### config.mk
export PLATFORM = sky130hd
export DESIGN_NAME = shadowmask_loader
export DESIGN_NICKNAME = d
export VERILOG_FILES = /design/src/rtl/shadowmask_loader.sv
export SDC_FILE = /design/constraint.sdc
export NUM_CORES = 1
export LEC_CHECK = 0
export ABC_AREA = 1
export ABC_CLOCK_PERIOD_IN_PS = 3150
export CAP_MARGIN = 40
export CORE_MARGIN = 2
export CORE_UTILIZATION = 25
export CTS_BUF_LIST = sky130_fd_sc_hd__clkbuf_8
export DETAILED_ROUTE_END_ITERATION = 6
export GPL_TIMING_DRIVEN = 0
export HOLD_SLACK_MARGIN = 0.06
export PLACE_DENSITY = 0.42
export REMOVE_ABC_BUFFERS = 1
export SLEW_MARGIN = 20
export SYNTH_ARGS = -nofsm -noshare
export SYNTH_HDL_FRONTEND = slang
export SYNTH_SLANG_ARGS = --single-unit
### constraint.sdc
create_clock -name clk_sys -period 3.15 [get_ports clk_sys]
set_input_delay 0.63 -clock clk_sys [delete_from_list [all_inputs] [get_ports clk_sys]]
set_output_delay 0.63 -clock clk_sys [all_outputs]
set_load 0.02 [all_outputs]
### src/rtl/shadowmask_loader.sv
// Shadow-mask overlay loader: on start, writes header, vmax, hmax and then the
// LUT entries streamed from a 1-cycle-latency pattern RAM to the 16-bit command port.
module shadowmask_loader #(
    parameter int unsigned CMD_GAP = 0
) (
    input  logic        clk_sys,
    input  logic        rst_n,
    input  logic        start,
    input  logic        hdr_only,
    input  logic        cfg_enable,
    input  logic        cfg_rotate,
    input  logic        cfg_2x,
    input  logic [3:0]  cfg_vsize,
    input  logic [3:0]  cfg_hsize,
    output logic [7:0]  mem_addr,
    output logic        mem_rd,
    input  logic [10:0] mem_rdata,
    output logic        cmd_wr,
    output logic [15:0] cmd_in,
    output logic        busy,
    output logic        done
);

    typedef enum logic [2:0] {
        S_IDLE,
        S_HDR,
        S_VMAX,
        S_HMAX,
        S_LUT,
        S_GAP,
        S_FIN
    } state_e;

    localparam logic [3:0] GAP_LEN = 4'(CMD_GAP);
    localparam bit         HAS_GAP = (CMD_GAP != 0);

    state_e      state_q, state_d;
    state_e      ret_q, ret_d;
    logic [3:0]  gap_q, gap_d;
    logic [8:0]  cnt_q, cnt_d;
    logic        ho_q, ho_d;
    logic        en_q, en_d;
    logic        rot_q, rot_d;
    logic        x2_q, x2_d;
    logic [3:0]  vs_q, vs_d;
    logic [3:0]  hs_q, hs_d;
    logic        cmd_wr_q, cmd_wr_d;
    logic [15:0] cmd_q, cmd_d;
    logic        mem_rd_q, mem_rd_d;
    logic [7:0]  mem_addr_q, mem_addr_d;
    logic        busy_q, busy_d;
    logic        done_q, done_d;

    // cnt_q counts LUT writes issued so far, so outside a LUT write cycle it is
    // also the index of the next entry to fetch.
    logic [8:0]  n_entries;
    logic [8:0]  cnt_inc;
    state_e      nxt_wr;
    logic        in_wr_state;
    logic        issue;

    assign n_entries   = {1'b0, vs_q, hs_q} + 9'd1;
    assign cnt_inc     = cnt_q + 9'd1;
    assign in_wr_state = (state_q == S_HDR) || (state_q == S_VMAX) ||
                         (state_q == S_HMAX) || (state_q == S_LUT);

    always_comb begin
        nxt_wr = S_IDLE;
        case (state_q)
            S_HDR:   nxt_wr = ho_q ? S_FIN : S_VMAX;
            S_VMAX:  nxt_wr = S_HMAX;
            S_HMAX:  nxt_wr = S_LUT;
            S_LUT:   nxt_wr = (cnt_q == n_entries) ? S_FIN : S_LUT;
            S_GAP:   nxt_wr = ret_q;
            default: nxt_wr = S_IDLE;
        endcase
    end

    assign issue = !start &&
                   (((state_q == S_GAP) && (gap_q == 4'd1)) ||
                    (in_wr_state && (nxt_wr != S_FIN) && !HAS_GAP));

    always_comb begin
        state_d    = state_q;
        ret_d      = ret_q;
        gap_d      = gap_q;
        cnt_d      = cnt_q;
        ho_d       = ho_q;
        en_d       = en_q;
        rot_d      = rot_q;
        x2_d       = x2_q;
        vs_d       = vs_q;
        hs_d       = hs_q;
        cmd_wr_d   = 1'b0;
        cmd_d      = 16'h0000;
        mem_rd_d   = 1'b0;
        mem_addr_d = mem_addr_q;
        busy_d     = busy_q;
        done_d     = 1'b0;

        if (start) begin
            // Restart from any state: the header resets the target's LUT index.
            ho_d     = hdr_only;
            en_d     = cfg_enable;
            rot_d    = cfg_rotate;
            x2_d     = cfg_2x;
            vs_d     = cfg_vsize;
            hs_d     = cfg_hsize;
            cnt_d    = 9'd0;
            gap_d    = 4'd0;
            state_d  = S_HDR;
            cmd_wr_d = 1'b1;
            cmd_d    = {12'h000, cfg_enable, cfg_rotate, cfg_2x, 1'b0};
            busy_d   = 1'b1;
        end else if (issue) begin
            state_d  = nxt_wr;
            cmd_wr_d = 1'b1;
            case (nxt_wr)
                S_VMAX:  cmd_d = {3'b001, 9'h000, vs_q};
                S_HMAX:  cmd_d = {3'b010, 9'h000, hs_q};
                S_LUT:   cnt_d = cnt_inc;
                default: cmd_d = 16'h0000;
            endcase
            // Back-to-back: the write cycle itself doubles as the next prefetch.
            if (!HAS_GAP) begin
                if (nxt_wr == S_HMAX) begin
                    mem_rd_d   = 1'b1;
                    mem_addr_d = cnt_q[7:0];
                end else if ((nxt_wr == S_LUT) && (cnt_inc != n_entries)) begin
                    mem_rd_d   = 1'b1;
                    mem_addr_d = cnt_inc[7:0];
                end
            end
        end else begin
            case (state_q)
                S_HDR, S_VMAX, S_HMAX, S_LUT: begin
                    if (nxt_wr == S_FIN) begin
                        state_d = S_FIN;
                        done_d  = 1'b1;
                        busy_d  = 1'b0;
                    end else begin
                        state_d = S_GAP;
                        gap_d   = GAP_LEN;
                        ret_d   = nxt_wr;
                        if ((GAP_LEN == 4'd1) && (nxt_wr == S_LUT)) begin
                            mem_rd_d   = 1'b1;
                            mem_addr_d = cnt_q[7:0];
                        end
                    end
                end
                S_GAP: begin
                    gap_d = gap_q - 4'd1;
                    if ((gap_q == 4'd2) && (ret_q == S_LUT)) begin
                        mem_rd_d   = 1'b1;
                        mem_addr_d = cnt_q[7:0];
                    end
                end
                S_FIN:   state_d = S_IDLE;
                default: state_d = S_IDLE;
            endcase
        end
    end

    always_ff @(posedge clk_sys or negedge rst_n) begin
        if (!rst_n) begin
            state_q    <= S_IDLE;
            ret_q      <= S_IDLE;
            gap_q      <= 4'd0;
            cnt_q      <= 9'd0;
            ho_q       <= 1'b0;
            en_q       <= 1'b0;
            rot_q      <= 1'b0;
            x2_q       <= 1'b0;
            vs_q       <= 4'd0;
            hs_q       <= 4'd0;
            cmd_wr_q   <= 1'b0;
            cmd_q      <= 16'h0000;
            mem_rd_q   <= 1'b0;
            mem_addr_q <= 8'h00;
            busy_q     <= 1'b0;
            done_q     <= 1'b0;
        end else begin
            state_q    <= state_d;
            ret_q      <= ret_d;
            gap_q      <= gap_d;
            cnt_q      <= cnt_d;
            ho_q       <= ho_d;
            en_q       <= en_d;
            rot_q      <= rot_d;
            x2_q       <= x2_d;
            vs_q       <= vs_d;
            hs_q       <= hs_d;
            cmd_wr_q   <= cmd_wr_d;
            cmd_q      <= cmd_d;
            mem_rd_q   <= mem_rd_d;
            mem_addr_q <= mem_addr_d;
            busy_q     <= busy_d;
            done_q     <= done_d;
        end
    end

    // RAM data only arrives in the LUT write cycle, so it bypasses cmd_q.
    assign cmd_in   = (state_q == S_LUT) ? {5'b01100, mem_rdata} : cmd_q;
    assign cmd_wr   = cmd_wr_q;
    assign mem_rd   = mem_rd_q;
    assign mem_addr = mem_addr_q;
    assign busy     = busy_q;
    assign done     = done_q;

    a_done_not_wr: assert property (@(posedge clk_sys) disable iff (!rst_n)
        !(done_q && cmd_wr_q));
    a_rd_then_lut: assert property (@(posedge clk_sys) disable iff (!rst_n)
        (mem_rd_q && !start) |=> (cmd_wr_q && (state_q == S_LUT)));

endmodule

==> metrics list, run 1 <==
- For this design the static power due to leakage is 0.00184 µW.
* Num Clock Sinks: 46
- The first global-routing pass estimated 14000 µm of wire.
* Number of setup violations in the final report: 0
- A synthesized cell averages 6.86 µm².
- Sequential-to-total area share from yosys stat: 37.9%
- 0 antenna diodes ended up in the layout.
- For this block, the initial DRC count from the detailed router was around 150.
* Type of the most critical hold path: input port to asynchronous set/reset pin
- Clock latency on the worst-skew pair, taken at its later pin, is approximately 0.3 ns.
* Placement row count: 40
- The die covers 0.0130 mm².
- The pre-antenna-repair detailed-routing pass consisted of 5 iterations.
- Total detailed-routing wirelength: 8080 µm
* RSZ-0062 raised after global routing: false
- Congestion Overflow GR: 0
- Yosys printed 0 warnings.
- After clock tree synthesis, the clock-pin slew on the worst setup and hold paths is 0.09 ns.
- Once the clock tree was built, the resizer swapped 0 gates to a different size.
- Cell count after placement: approximately 630
- Synthesis instantiated 31 different standard cells from the library.
- With fillers left out, the area of the finished cells amounts to 0.00379 mm².
- Clock period minus worst slack: approximately 2.8 ns
- Counting every instance in the synthesized netlist gives 443.
- Most common library cell in the layout ignoring fill and taps: sky130_fd_sc_hd__nand2_1
- Slowest cell delay on critical path: a little over 0.6 ns
* Cell types occupying the most area after synthesis: sky130_fd_sc_hd__dfrtp_1 (38%), sky130_fd_sc_hd__nand2_1 (19%), sky130_fd_sc_hd__nand3_1 (6.4%)
- Max-cap violation count: 0
- Number of pins exceeding their max-slew limit in the final report: 0
* Count of buffers added by post-CTS timing repair for setup: 0
* Remaining number of nets flagged by the antenna check after routing: 0
- For this block, the via count after detailed routing is 2790.
- CP max-delay cell: sky130_fd_sc_hd__clkdlybuf4s50_1
* Hold violation total from the final report: 0
* # port buffers: 50
- Clock Root Buffer: sky130_fd_sc_hd__clkbuf_8
- Cells traversed along the worst timing path: inv_2 > nand2_2 > nor2_2 > inv_1 > nor2_1 > clkdlybuf4s50_1
- Maximum number of pins on one net before global-route repair: 30
* Buffering stage count on the worst path with inverters included: 3
* Setup skew after layout: 0.00587 ns
- Cell taking the most area after synthesis: sky130_fd_sc_hd__dfrtp_1
- Antenna violations before repair: 0
- For this run, design rule violations remaining after detail routing come to 0.
- Largest delay contributor family on the critical path: buffers and inverters
* Per-cell routed wire length: 12.8 µm
- Via count of the first global-routing pass: 2756
- The synthesized netlist occupies a cell area of 0.00304 mm².
- Summed negative setup slack over all endpoints: 0 ns
- Synthesized flop and latch total: 46
* Area share of the largest cell type after synthesis: about 38%
* Max-slew headroom at the worst pin: 57.5%
- Of all nets on the critical path, the largest fanout is 12.
* Fraction of layout cells with a size suffix above 1: 8.45%
- After clock tree synthesis, the flow added hold-fix buffers numbering 0.
* HPWL reported at the end of detailed placement: 6250 µm
- The clock passes through at most 2 buffers.
* Final cell count without fillers: 632
* Initial cell density of the core: 25.5%
- CTS built an H-tree with a depth of 2.
- Power comes to 2260 µW.
- From synthesis to final layout, the design area changed by 24.7%.
- Worst Path Required: 2.52 ns
- Static timing analysis puts the maximum clock frequency at 354 MHz.
- Routability cong.: slightly below 0.8
- Critical path arrival: 2.19 ns
- Via density: 4.41
* Placed standard-cell area: 0.00365 mm²
- For this run, the post-layout net count is a little over 500.
- In this run, CTS created clock tree buffers numbering 5.
* Power density over the cells: 597 mW/mm²
- Top library cells by usage in the layout, fill and taps aside: sky130_fd_sc_hd__nand2_1 (154), sky130_fd_sc_hd__clkdlybuf4s50_1 (49), sky130_fd_sc_hd__inv_1 (48), sky130_fd_sc_hd__dfrtp_1 (45), sky130_fd_sc_hd__nand3_1 (39)
- between 50 and 60 I/O pins were placed.
- Fill cell instance count of the final layout: 1348
* Outcome: finished clean
- The die is 114 µm tall.
- From left edge to right edge, the die measures 114 µm.
* Element type at the critical path start: flip-flop
- The critical path is of the flip-flop to primary output type.
- Max VDD drop: roughly 0.24 mV
- Global-route usage over all layers: 13.3%
* Ratio of final minimum period to clock period: 89.6%
* Kind of capture point of the worst setup path: primary output
- Clock tree from TritonCTS: built
- For the pin with the worst max-slew slack, the measured transition is 0.633 ns.
- The core region is 0.0119 mm².
synthesized netlist by cell type:
cell type,number
sky130_fd_sc_hd__o21ai_0,16
sky130_fd_sc_hd__a21oi_1,3
sky130_fd_sc_hd__nor3_1,2
sky130_fd_sc_hd__nand2_4,1
sky130_fd_sc_hd__nor2_4,3
sky130_fd_sc_hd__clkbuf_1,10
sky130_fd_sc_hd__nand3_4,1
sky130_fd_sc_hd__nor2_1,33
sky130_fd_sc_hd__o22ai_1,7
sky130_fd_sc_hd__nor2_2,6
sky130_fd_sc_hd__o21ai_1,6
sky130_fd_sc_hd__or2_2,2
sky130_fd_sc_hd__nand3_2,1
sky130_fd_sc_hd__o21bai_1,1
sky130_fd_sc_hd__dfrtp_1,46
sky130_fd_sc_hd__o21ai_2,2
sky130_fd_sc_hd__conb_1,1
sky130_fd_sc_hd__xnor2_1,8
sky130_fd_sc_hd__buf_6,2
sky130_fd_sc_hd__nand2_1,154
sky130_fd_sc_hd__inv_1,48
sky130_fd_sc_hd__buf_4,6
sky130_fd_sc_hd__nand3_1,39
sky130_fd_sc_hd__nand4_1,16
sky130_fd_sc_hd__inv_2,6
sky130_fd_sc_hd__ha_1,5
sky130_fd_sc_hd__and3_1,1
sky130_fd_sc_hd__nand2_2,6
sky130_fd_sc_hd__clkinv_1,2
sky130_fd_sc_hd__xor2_1,6
sky130_fd_sc_hd__buf_2,3
worst reg2reg max path: stages (launching register included):
cell and delay, ns:
sky130_fd_sc_hd__dfrtp_1 0.47, sky130_fd_sc_hd__ha_1 0.26, sky130_fd_sc_hd__nand2_1 0.19, sky130_fd_sc_hd__inv_2 0.13, sky130_fd_sc_hd__nand3_1 0.08, sky130_fd_sc_hd__nand2_1 0.06
sky130_fd_sc_hd__nand2_1 0.08, sky130_fd_sc_hd__nor2_1 0.11, sky130_fd_sc_hd__nand3_1 0.20, sky130_fd_sc_hd__nand2_4 0.21, sky130_fd_sc_hd__nand2_1 0.07, sky130_fd_sc_hd__nand2_1 0.11
sky130_fd_sc_hd__nand2_4 0.15, sky130_fd_sc_hd__nand2_8 0.17, sky130_fd_sc_hd__nor2_2 0.07, sky130_fd_sc_hd__nor2_4 0.21, sky130_fd_sc_hd__nand2_1 0.10, sky130_fd_sc_hd__nand2_1 0.07
report_power, final:
group | total, µW | switching, µW | leakage (µW) | internal, µW
registers | 746 | 71.3 | 0.000606 | 674
clock network | 468 | 214 | 0.0000573 | 254
logic | 1050 | 681 | 0.00117 | 367
final timing paths:
path                       depth (start not counted)  startpoint  slack (ns)          end
max in group asynchronous                          2       rst_n        2.37      hs_q[0]
max reg2reg                                       17     hs_q[1]        0.35  mem_addr[1]
min reg2reg                                        0    ret_q[0]        0.41     ret_q[0]
min                                                1       rst_n        0.25     gap_q[2]
max                                                6  state_q[1]        0.33    cmd_in[9]
min in group clk_sys                               0    ret_q[0]        0.41     ret_q[0]
kinds of logic after synthesis:
group | synth area share, %
AOI/OAI and AO/OA | 6.38
xor gates and xnor gates | 4.04
adders and majority gates | 2.06
buffers and inverters | 10.9
DFF | 37.9
other | 0.123
and+or+nand+nor | 38.6
sequential cells by signal, summed over array words and instances, names as in the netlist, 3 cells and up:
signal and count:
ret_q 3, vs_q 4, cnt_q 9, gap_q 4, hs_q 4, cmd_q 6
mem_addr 8, state_q 3
layer usage:
metal	share of wire, %	up-vias	GRT usage [%]
li1	-	1462	-
met1	51	1295	18.7
met2	46	28	21.4
met3	2.7	5	2.28
met4	0.72	0	2.85
met5	0	-	0
metrics by stage:
step | setup slack [ns] | utilization, % | hold slack [ns]
2_1_floorplan | 0.810 | - | 0.334
3_3_place_gp | -0.494 | 30.3 | 0.392
3_5_place_dp | 0.162 | 30.7 | 0.399
4_1_cts | 0.111 | 31.6 | 0.262
5_1_grt | 0.0535 | 31.8 | 0.284
6_report | 0.326 | 31.8 | 0.255
layout make-up:
class                      instances  area, µm²  share of cell area (%)
clock buffer                       6       82.6                    2.18
inverter                          56        210                    5.55
clock inverter                     1       30.0                   0.793
sequential                        46       1150                    30.4
timing repair buffer              54        546                    14.4
multi-input combinational        322       1580                    41.8
tap                              147        184                    4.86
Power figures use the tool's default switching activity.
==> inputs of run 2 (changes only) <==
--- a/config.mk
+++ b/config.mk
@@ -6,7 +6,7 @@
 export NUM_CORES = 1
 export LEC_CHECK = 0
 export ABC_AREA = 1
-export ABC_CLOCK_PERIOD_IN_PS = 3150
+export ABC_CLOCK_PERIOD_IN_PS = 2900
 export CAP_MARGIN = 40
 export CORE_MARGIN = 2
 export CORE_UTILIZATION = 25
==> constraint.sdc (replaced) <==
create_clock -name clk_sys -period 2.9 [get_ports clk_sys]
set_input_delay 0.58 -clock clk_sys [delete_from_list [all_inputs] [get_ports clk_sys]]
set_output_delay 0.58 -clock clk_sys [all_outputs]
set_load 0.02 [all_outputs]
==> metrics list, run 2 (same netlist as run 1, synthesis figures left out) <==
- Routability cong.: 0.777
- Top library cells by usage in the layout, fill and taps aside: sky130_fd_sc_hd__nand2_1 (154), sky130_fd_sc_hd__clkdlybuf4s50_1 (49), sky130_fd_sc_hd__inv_1 (47), sky130_fd_sc_hd__dfrtp_1 (44), sky130_fd_sc_hd__nand3_1 (37)
- Setup repair after global routing left no endpoint under its margin.
- Die H: roughly 110 µm
- For this design the ratio of total power to cell area is 665 mW/mm².
- Measured against its own limit, the worst slew margin works out to roughly 55%.
- Most common library cell in the layout ignoring fill and taps: sky130_fd_sc_hd__nand2_1
- Global-route usage over all layers: 13.3%
- Crit Path Class: flip-flop to primary output
- Across the VDD grid, the largest voltage drop is 0.263 mV.
* Maximum number of pins on one net before global-route repair: 30
- After the last flow step, the layout net total stands at between 500 and 600.
* Type of the most critical hold path: input port to asynchronous set/reset pin
- The die is between 100 and 150 µm wide.
- Fill cell instance count of the final layout: 1338
* Post-route DRC: 0
* HPWL reported at the end of detailed placement: between 6000 and 7000 µm
* Ratio of final minimum period to clock period: 93.1%
* Detailed-route via count: 2842
- Total detailed-routing wirelength: 8140 µm
* Cell leakage power: 0.00187 µW
- TritonCTS built the clock tree.
- # port buffers: 50
- Fmax: 370 MHz
* Critical path arrival: 2.12 ns
* Critical R2R Launch: hs_q[0]
* Flip-flop count of the largest register after layout: 9
- Number of setup violations in the final report: 0
- The first global-routing pass estimated 14000 µm of wire.
- In the routed layout, each cell is associated on average with a via count of roughly 4.4.
- Summed negative setup slack over all endpoints: 0 ns
- In this run the number of H-tree levels came out at 2.
- Number of pins exceeding their max-slew limit in the final report: 0
* Clock Root Buffer: sky130_fd_sc_hd__clkbuf_8
- Depth of the worst register-to-register path: 18
* Clock Latency Late Sink: 0.30 ns
- In this run, the number of DRC markers left after iteration 0 of detailed routing was ~140.
* Setup skew after layout: 0.00562 ns
* Element type at the critical path start: flip-flop
- From synthesis to final layout, the design area changed by 27.6%.
- Clock-pin slew was measured on the worst setup and hold paths at around 0.090 ns.
- During I/O placement, the number of pins put on the boundary was 54.
- The number of hold violations in the final report was 0.
- The tool flagged a number of max-cap violations equal to 0.
- Along the worst path, the maximum fanout reaches 12.
- The floorplan has 40 rows.
- Kind of capture point of the worst setup path: primary output
- Summed over all layers, the global routing overflow is 0.
- Summing all placed instances gives a cell area of around 0.0037 mm².
* Actual transition at the worst max-transition pin: 0.665 ns
- The initial antenna violation count was 0.
- Detailed Routing Iterations Pass 1: 4
* Clock buffer count from CTS: 5
* Core Box Area: 0.0119 mm²
* Via count of the first global-routing pass: 2758
* Outcome: finished clean
- Initial cell density of the core: 25.5%
- Finished Cell Area: 0.00388 mm²
- The worst path needs 2.70 ns of the cycle, external delays included.
- Num Clock Sinks: 46
* # diodes: 0
- Per-cell routed wire length: 12.7 µm
* Area of the die: around 0.013 mm²
- Reg2Reg Capture Point: mem_addr[0]
- Flop2flop setup slack: 0.32 ns
* Fraction of layout cells with a size suffix above 1: 11.0%
- The longest clock path from root to sink contains 2 buffers.
* Remaining number of nets flagged by the antenna check after routing: 0
- Register containing the most flip-flops in the final layout: cnt_q
* Worst Path Required: 2.32 ns
[run 2: layout make-up]
class / instances / area, µm² / share of cell area (%)
inverter: 56 / 214 / 5.52
tap: 147 / 184 / 4.74
multi-input combinational: 323 / 1620 / 41.7
clock buffer: 6 / 82.6 / 2.13
timing repair buffer: 61 / 598 / 15.4
clock inverter: 1 / 30.0 / 0.774
sequential: 46 / 1150 / 29.8
[run 2: per-layer routing]
layer | track usage, % | vias up | routed length (µm)
li1 | - | 1482 | -
met1 | 18.8 | 1319 | 4100
met2 | 21.4 | 36 | 3750
met3 | 2.28 | 5 | 233
met4 | 2.85 | 0 | 58
met5 | 0 | - | 0
[run 2: power breakdown]
| group | switching [µW] | total (µW) | internal (µW) |
|---|---|---|---|
| registers | 79.9 | 813 | 733 |
| logic | 777 | 1250 | 476 |
| clock network | 235 | 511 | 276 |
[run 2: stage by stage]
stage | total power (µW) | utilization [%] | cells | hold WS [ns] | worst slack [ns]
finish | 2580 | 32.6 | 640 | 0.206 | 0.201
global route | 2770 | 32.6 | 640 | 0.234 | 0.00503
detailed placement | 1950 | 30.7 | 625 | 0.399 | -0.0878
global placement | 1920 | 30.3 | 621 | 0.392 | -0.694
floorplan | 1540 | - | 424 | 0.284 | 0.560
CTS | 2500 | 31.8 | 632 | 0.212 | 0.0574
[run 2: worst max path at each step]
stage / start / end / slack [ns]
finish: state_q[1] / cmd_in[9] / 0.20
global route: state_q[1] / cmd_in[4] / 0.005
CTS: state_q[1] / cmd_in[4] / 0.06
detailed placement: hs_q[0] / mem_addr[1] / -0.09
global placement: start / mem_addr[7] / -0.69
floorplan: hs_q[0] / mem_addr[0] / 0.56
[run 2: timing repair]
action,CTS,global route
pin swaps,0,3
resized for setup,4,7
gates cloned,0,1
endpoints found under the setup margin,15,35
hold buffers,0,0
buffers inserted,0,7
[run 2: worst max-delay path, stage by stage, from the launching register on]
cell and delay [ns]:
sky130_fd_sc_hd__dfrtp_1 0.41, sky130_fd_sc_hd__inv_2 0.08, sky130_fd_sc_hd__nand2_2 0.08, sky130_fd_sc_hd__nor2_4 0.23, sky130_fd_sc_hd__clkinvlp_4 0.12, sky130_fd_sc_hd__buf_4 0.18
sky130_fd_sc_hd__nor2_1 0.11, sky130_fd_sc_hd__clkdlybuf4s50_1 0.61
